==> src/rtl/y86_fetch_sequencer.sv <==
// y86_fetch_sequencer
// Multi-cycle Y86-64 instruction fetch controller in front of a byte-wide ROM
// with one cycle of read latency. It accepts a PC and reads one byte per cycle.
// The instruction length comes from byte 0. The bytes are assembled into
// icode/ifun/rA/rB/valC (little-endian), together with valP and a status code.
//
// Ports:
//   clk, rst          clock; synchronous active-high reset
//   fetch_req         start a fetch at fetch_pc (sampled only while fetch_busy=0)
//   fetch_pc[63:0]    instruction address
//   fetch_busy        high from the cycle after acceptance until the result cycle
//   mem_rd_en         ROM read strobe
//   mem_addr[63:0]    ROM byte address
//   mem_rdata[7:0]    ROM byte, valid the cycle after mem_rd_en
//   inst_valid        one-cycle result pulse; the fields are held afterwards
//   icode, ifun       byte 0 opcode fields
//   rA, rB            byte 1 register fields (4'hF when there is no register byte)
//   valC[63:0]        constant field
//   valP[63:0]        fetch_pc + length
//   inst_stat[2:0]    1=AOK 2=HLT 3=ADR 4=INS
//
// Optional feature macro: FETCH_HALT_LOCK_EN
//   When it is defined, any result other than AOK puts the block into LOCKED.
//   LOCKED lasts until rst.
module y86_fetch_sequencer #(
  parameter int MEM_BYTES = 1024
) (
  input  logic        clk,
  input  logic        rst,
  input  logic        fetch_req,
  input  logic [63:0] fetch_pc,
  output logic        fetch_busy,
  output logic        mem_rd_en,
  output logic [63:0] mem_addr,
  input  logic [7:0]  mem_rdata,
  output logic        inst_valid,
  output logic [3:0]  icode,
  output logic [3:0]  ifun,
  output logic [3:0]  rA,
  output logic [3:0]  rB,
  output logic [63:0] valC,
  output logic [63:0] valP,
  output logic [2:0]  inst_stat
);

  localparam logic [2:0]  STAT_AOK  = 3'd1;
  localparam logic [2:0]  STAT_HLT  = 3'd2;
  localparam logic [2:0]  STAT_ADR  = 3'd3;
  localparam logic [2:0]  STAT_INS  = 3'd4;
  localparam logic [64:0] MEM_LIMIT = 65'(MEM_BYTES);

`ifdef FETCH_HALT_LOCK_EN
  typedef enum logic [1:0] {IDLE, ISSUE, COLLECT, LOCKED} state_t;
`else
  typedef enum logic [1:0] {IDLE, ISSUE, COLLECT} state_t;
`endif

  state_t      state, state_next;
  logic [63:0] pc_lat;
  logic [3:0]  k_cnt, k_next;
  logic [3:0]  icode_acc, ifun_acc, ra_acc, rb_acc;
  logic [63:0] valc_acc;

  logic [3:0]  icode_c, ifun_c, ra_c, rb_c, len_c, fin_len;
  logic [63:0] valc_c;
  logic [3:0]  issue_k;
  logic [64:0] addr_sum;
  logic        addr_ok, fin;
  logic [2:0]  fin_stat;

  function automatic logic [3:0] inst_len(input logic [3:0] ic);
    case (ic)
      4'h2, 4'h6, 4'hA, 4'hB: inst_len = 4'd2;
      4'h3, 4'h4, 4'h5:       inst_len = 4'd10;
      4'h7, 4'h8:             inst_len = 4'd9;
      default:                inst_len = 4'd1;
    endcase
  endfunction

  function automatic logic has_reg(input logic [3:0] ic);
    has_reg = (ic == 4'h2) || (ic == 4'h3) || (ic == 4'h4) || (ic == 4'h5) ||
              (ic == 4'h6) || (ic == 4'hA) || (ic == 4'hB);
  endfunction

  function automatic logic ifun_ok(input logic [3:0] ic, input logic [3:0] fn);
    case (ic)
      4'h6:       ifun_ok = (fn <= 4'd3);
      4'h2, 4'h7: ifun_ok = (fn <= 4'd6);
      default:    ifun_ok = (fn == 4'd0);
    endcase
  endfunction

  // The next byte index is k in ISSUE and k+1 in COLLECT. The 65-bit sum
  // catches a 64-bit wrap as well as running past the end of the ROM.
  assign issue_k  = (state == COLLECT) ? k_cnt + 4'd1 : k_cnt;
  assign addr_sum = {1'b0, pc_lat} + {61'd0, issue_k};
  assign addr_ok  = addr_sum < MEM_LIMIT;

  assign fetch_busy = (state != IDLE);

  always_comb begin
    state_next = state;
    k_next     = k_cnt;
    mem_rd_en  = 1'b0;
    mem_addr   = 64'd0;
    fin        = 1'b0;
    fin_stat   = STAT_AOK;
    fin_len    = 4'd1;
    icode_c    = (k_cnt == 4'd0) ? mem_rdata[7:4] : icode_acc;
    ifun_c     = (k_cnt == 4'd0) ? mem_rdata[3:0] : ifun_acc;
    ra_c       = ra_acc;
    rb_c       = rb_acc;
    valc_c     = valc_acc;
    len_c      = inst_len(icode_c);

    // Place the incoming byte in its field. valC starts at byte 2 when there
    // is a register byte (icodes 3/4/5) and at byte 1 for jXX/call.
    if (state == COLLECT) begin
      if (k_cnt == 4'd1 && has_reg(icode_c)) begin
        ra_c = mem_rdata[7:4];
        rb_c = mem_rdata[3:0];
      end
      if ((icode_c == 4'h3 || icode_c == 4'h4 || icode_c == 4'h5) && k_cnt >= 4'd2)
        valc_c = valc_acc | ({56'd0, mem_rdata} << {k_cnt[2:0] - 3'd2, 3'b000});
      else if ((icode_c == 4'h7 || icode_c == 4'h8) && k_cnt >= 4'd1)
        valc_c = valc_acc | ({56'd0, mem_rdata} << {k_cnt[2:0] - 3'd1, 3'b000});
    end

    case (state)
      IDLE: begin
        if (fetch_req) state_next = ISSUE;
      end
      ISSUE: begin
        if (addr_ok) begin
          mem_rd_en  = 1'b1;
          mem_addr   = addr_sum[63:0];
          state_next = COLLECT;
        end else begin
          fin      = 1'b1;
          fin_stat = STAT_ADR;
        end
      end
      COLLECT: begin
        fin_len = len_c;
        if (k_cnt == 4'd0 && icode_c > 4'hB) begin
          fin      = 1'b1;
          fin_stat = STAT_INS;
          fin_len  = 4'd1;
        end else if (k_cnt == 4'd0 && !ifun_ok(icode_c, ifun_c)) begin
          fin      = 1'b1;
          fin_stat = STAT_INS;
        end else if (k_cnt + 4'd1 < len_c) begin
          if (addr_ok) begin
            mem_rd_en = 1'b1;
            mem_addr  = addr_sum[63:0];
            k_next    = k_cnt + 4'd1;
          end else begin
            fin      = 1'b1;
            fin_stat = STAT_ADR;
          end
        end else begin
          fin      = 1'b1;
          fin_stat = (icode_c == 4'h0) ? STAT_HLT : STAT_AOK;
        end
      end
      default: ;
    endcase

    if (fin) begin
`ifdef FETCH_HALT_LOCK_EN
      state_next = (fin_stat == STAT_AOK) ? IDLE : LOCKED;
`else
      state_next = IDLE;
`endif
    end
  end

  // Control state and result registers
  always_ff @(posedge clk) begin
    if (rst) begin
      state      <= IDLE;
      inst_valid <= 1'b0;
      icode      <= 4'd0;
      ifun       <= 4'd0;
      rA         <= 4'd0;
      rB         <= 4'd0;
      valC       <= 64'd0;
      valP       <= 64'd0;
      inst_stat  <= STAT_AOK;
    end else begin
      state      <= state_next;
      inst_valid <= fin;
      if (fin) begin
        icode     <= (state == COLLECT) ? icode_c : 4'd0;
        ifun      <= (state == COLLECT) ? ifun_c : 4'd0;
        rA        <= ra_c;
        rB        <= rb_c;
        valC      <= valc_c;
        valP      <= pc_lat + {60'd0, fin_len};
        inst_stat <= fin_stat;
      end
    end
  end

  // Assembly registers. They are cleared when a fetch is accepted, so any
  // field that is never fetched reads as 0 (rA/rB read as F).
  always_ff @(posedge clk) begin
    if (state == IDLE && fetch_req) begin
      pc_lat    <= fetch_pc;
      k_cnt     <= 4'd0;
      icode_acc <= 4'd0;
      ifun_acc  <= 4'd0;
      ra_acc    <= 4'hF;
      rb_acc    <= 4'hF;
      valc_acc  <= 64'd0;
    end else if (state == COLLECT) begin
      k_cnt     <= k_next;
      icode_acc <= icode_c;
      ifun_acc  <= ifun_c;
      ra_acc    <= ra_c;
      rb_acc    <= rb_c;
      valc_acc  <= valc_c;
    end
  end

endmodule

==> config.mk <==
export PLATFORM = sky130hd
export DESIGN_NAME = y86_fetch_sequencer
export DESIGN_NICKNAME = d
export VERILOG_FILES = /design/src/rtl/y86_fetch_sequencer.sv
export SDC_FILE = /design/constraint.sdc
export NUM_CORES = 1
export LEC_CHECK = 0
export CAP_MARGIN = 20
export CORE_MARGIN = 4
export CORE_UTILIZATION = 48
export DETAILED_ROUTE_END_ITERATION = 10
export PLACE_DENSITY_LB_ADDON = 0.08
export SYNTH_ARGS = -nofsm -noshare
export SYNTH_HDL_FRONTEND = slang
export SYNTH_SLANG_ARGS = --single-unit
==> constraint.sdc <==
create_clock -name clk -period 5.8 [get_ports clk]
set_input_delay 1.16 -clock clk [delete_from_list [all_inputs] [get_ports clk]]
set_output_delay 1.16 -clock clk [all_outputs]
set_load 0.05 [all_outputs]
==> results <==
cell usage after synthesis (4+ instances only):
cell type / number
mux2_2: 4
dfxtp_1: 234
nor4_1: 22
o211ai_1: 4
ha_1: 17
a21oi_1: 80
or2_2: 8
o31a_1: 4
o32ai_2: 120
xor2_1: 30
buf_4: 56
edfxtp_1: 64
a31oi_1: 5
o21ai_0: 14
mux2i_1: 26
clkbuf_1: 57
o21ai_1: 5
nand3_1: 45
or3_1: 10
buf_2: 21
nor2b_1: 5
nand4_1: 60
nor2_1: 141
or4_1: 19
and4_1: 11
a211o_1: 5
nor3_1: 32
and3_1: 12
a211oi_1: 12
inv_1: 180
xnor2_1: 58
and2_1: 12
o22ai_1: 5
buf_6: 23
o32ai_1: 25
nand2_1: 80
buf_1: 10
nor3b_1: 6
layer usage:
layer | wire (um) | up-vias | part of all wire, %
li1 | - | 6011 | -
met1 | 20100 | 6157 | 41
met2 | 24400 | 461 | 50
met3 | 2540 | 84 | 5.2
met4 | 1500 | 0 | 3.1
met5 | 0 | - | 0
registers in the layout, indices dropped and copies added (netlist names):
| signal | cells |
|---|---|
| icode | 4 |
| icode_acc | 4 |
| ifun | 4 |
| ifun_acc | 4 |
| inst_stat | 3 |
| inst_valid | 1 |
| k_cnt | 4 |
| pc_lat | 64 |
| rA | 4 |
| rB | 4 |
| ra_acc | 4 |
| rb_acc | 4 |
| state | 2 |
| valC | 64 |
| valP | 64 |
| valc_acc | 64 |
what timing repair did:
item                                   in CTS  in global routing
setup buffers                              10                 15
pin swaps                                   9                 21
hold buffers                                0                  0
endpoints found under the hold margin       0                  0
setup endpoints to repair                  11                 11
gates resized for setup                    14                 41
layout make-up:
type | count | area share [%]
clock inverters | 9 | 0.448
multi-input cells | 981 | 38.8
inverters | 182 | 3.51
clock buffers | 49 | 4.79
repair buffers | 313 | 16.1
well taps | 402 | 2.57
flip-flops and latches | 298 | 33.8
placed cells by master, fill, tap and decap left out, types with 33 or more instances in the layout:
cell and n:
a21oi_1 78, inv_1 177, nand3_1 43, conb_1 54, nand4_1 60, clkbuf_16 33
buf_4 69, dfxtp_1 231, o32ai_2 120, edfxtp_1 64, xnor2_1 57, nand2_1 79
clkdlybuf4s50_1 222, nor2_1 132
report_power, final:
part / switching (W) / internal [W] / leakage [nW]
logic: 0.000630 / 0.000296 / 3.66
registers: 0.000127 / 0.00223 / 2.50
clock network: 0.000822 / 0.00115 / 0.503
metrics by stage:
step	util [%]	hold slack [ps]	setup WS [ps]	total power [W]
6_report	61.9	458	157	0.00525
5_1_grt	61.9	478	-24.8	0.00544
4_1_cts	61.0	462	9.36	0.00528
3_5_place_dp	57.2	447	187	0.00330
3_3_place_gp	57.2	435	280	0.00330
2_1_floorplan	-	424	53.9	0.00303
critical path, cell delays in order (launching register included):
cell and delay, ps:
dfxtp_2 350, buf_6 140, ha_4 150, nand3_2 110, xnor2_2 180, ha_4 300
nand3_2 90, o22ai_2 220, buf_6 140, buf_4 140, nand4_1 230, xor2_1 300
o2111ai_1 150, or4_4 450, nor4_4 200, nand4_1 180, buf_4 190, nor3_4 210
buf_12 160
worst paths after layout:
path                                                start                   endpoint  slack [ps]  depth (start not counted)
worst max-delay path                k_cnt[1]$_SDFFE_PP0P_                mem_addr[2]         160                         18
worst min-delay path            valc_acc[63]$_SDFFE_PP0N_  valc_acc[63]$_SDFFE_PP0N_         460                          2
worst max register to register      k_cnt[1]$_SDFFE_PP0P_      valC[35]$_SDFFE_PP0P_        1020                         19
worst min register to register  valc_acc[63]$_SDFFE_PP0N_  valc_acc[63]$_SDFFE_PP0N_         460                          2
cells by family (layout without fill, tap and decap cells):
| family | count (synthesis) | count (layout) | synth area share [%] |
|---|---|---|---|
| compound gates | 311 | 311 | 21.0 |
| xor+xnor | 88 | 88 | 5.02 |
| fa+ha+maj | 19 | 19 | 1.65 |
| buf+inv | 351 | 553 | 11.3 |
| flops | 298 | 298 | 43.0 |
| mux | 30 | 30 | 1.99 |
| other cells | 1 | 54 | 0.0244 |
| simple gates | 479 | 479 | 16.1 |
==> flow_summary_export.csv <==
group,metric,value,unit
run_status,run_status,"complete, no violations",
sta,final_max_slew_viol_count,0,
die,start_util,48.7,%
placed_design,dp.cells,2151,
die,rows,65,
synth,async_flop_share,0,%
die,io_pins,289,
cells_and_area,area_growth_syn_to_layout,27.3,%
pwr,p_per_area,269,nW/um^2
synth,ys_ff_latch,298,
grt,overflow,0,
cts,cts_buffers,31,
placed_design,gp_congestion,0.988,
sta,tns,0,ps
grt,grt_start_max_net_pins,91,
cells_and_area,final_cell_count_no_fill,2234,
sta,skew,12.1,ps
grt,grt_use_met1,33.7,%
sta,setup_violations,0,
grt,grtUsageTotal,26.3,%
cells_and_area,n_antenna_cell,0,
die,die_h,187,um
cells_and_area,layout-drive-gt1-share,18.2,%
worst_setup_path,worstSetupEndpointType,"primary output",
routing,drtIter0Drc,1035,
grt,busiest_layer,"met2",
sta,period_share,97.3,%
cells_and_area,n_fill_cell,2675,
placed_design,post_dp_cell_area,18100,sq um
routing,drt-total-wl,48.5,mm
sta,layout_min_cycle_time,5640,ps
synth,syn-instance-count,1577,
synth,synth-edff-count,64,
grt,met3_usage,3.45,%
pwr,vdd_drop_max,0.286,mV
routing,drcViolationCount,0,
worst_setup_path,worstPathRequired,4640,ps
placed_design,dp_hpwl,35.6,mm
sta,fmax,177,MHz
sta,hold_viol,0,
cells_and_area,regArea,6610,sq um
cells_and_area,multi_input_area,7580,sq um
worst_setup_path,path_class,"flip-flop to primary output",
grt,grt_pass1_wl,73.4,mm
routing,vias,12700,
cells_and_area,final_area,19500,sq um
cts,clk_path_buf_depth,3,
cts,cts_tree,"done",
grt,grtUsageMet2,46.5,%
die,die_w,187,um
min_path,min_path_type,"flip-flop to flip-flop",
synth,netlist_area,15400,sq um
synth,synthTopCellsByArea,"dfxtp_1, o32ai_2, edfxtp_1",
cells_and_area,layout.nets,1901,
synth,synth_top_flop_cell,"dfxtp_1",
run,cap_violations,0,
placed_design,portBuffers,234,
worst_setup_path,critPathLaunchType,"flip-flop",
sta,tightest_slew,1010,ps
pwr,leakage,6.66,nW
grt,antenna_found_initial,0,
worst_setup_path,cp.arrival,4480,ps
synth,synth_top_area_share,30.5,%
sta,slew_headroom,31.0,%
synth,yosysSeqAreaShare,43.0,%
grt,grt_pass1_vias,12400,
synth,ys_types,78,
routing,ant_nets,0,
die,die_area,34900,sq um
cts,root_buffer,"clkbuf_16",
worst_setup_path,critPathMaxFanout,8,
die,core-area,31600,sq um
cts,path_clk_slew,60,ps
cts,clk_latency,590,ps
routing,vias_per_cell,5.69,
cts,clkSinkCount,298,
routing,wire_per_inst,21.7,um
routing,firstDrtPassIters,6,
synth,syn_area_per_cell,9.74,sq um
cts,cts_htree_levels,1,
synth,ys_warn_count,0,
synth,synth_top_cell_by_area,"dfxtp_1",
(Power assumes the default switching activity.)
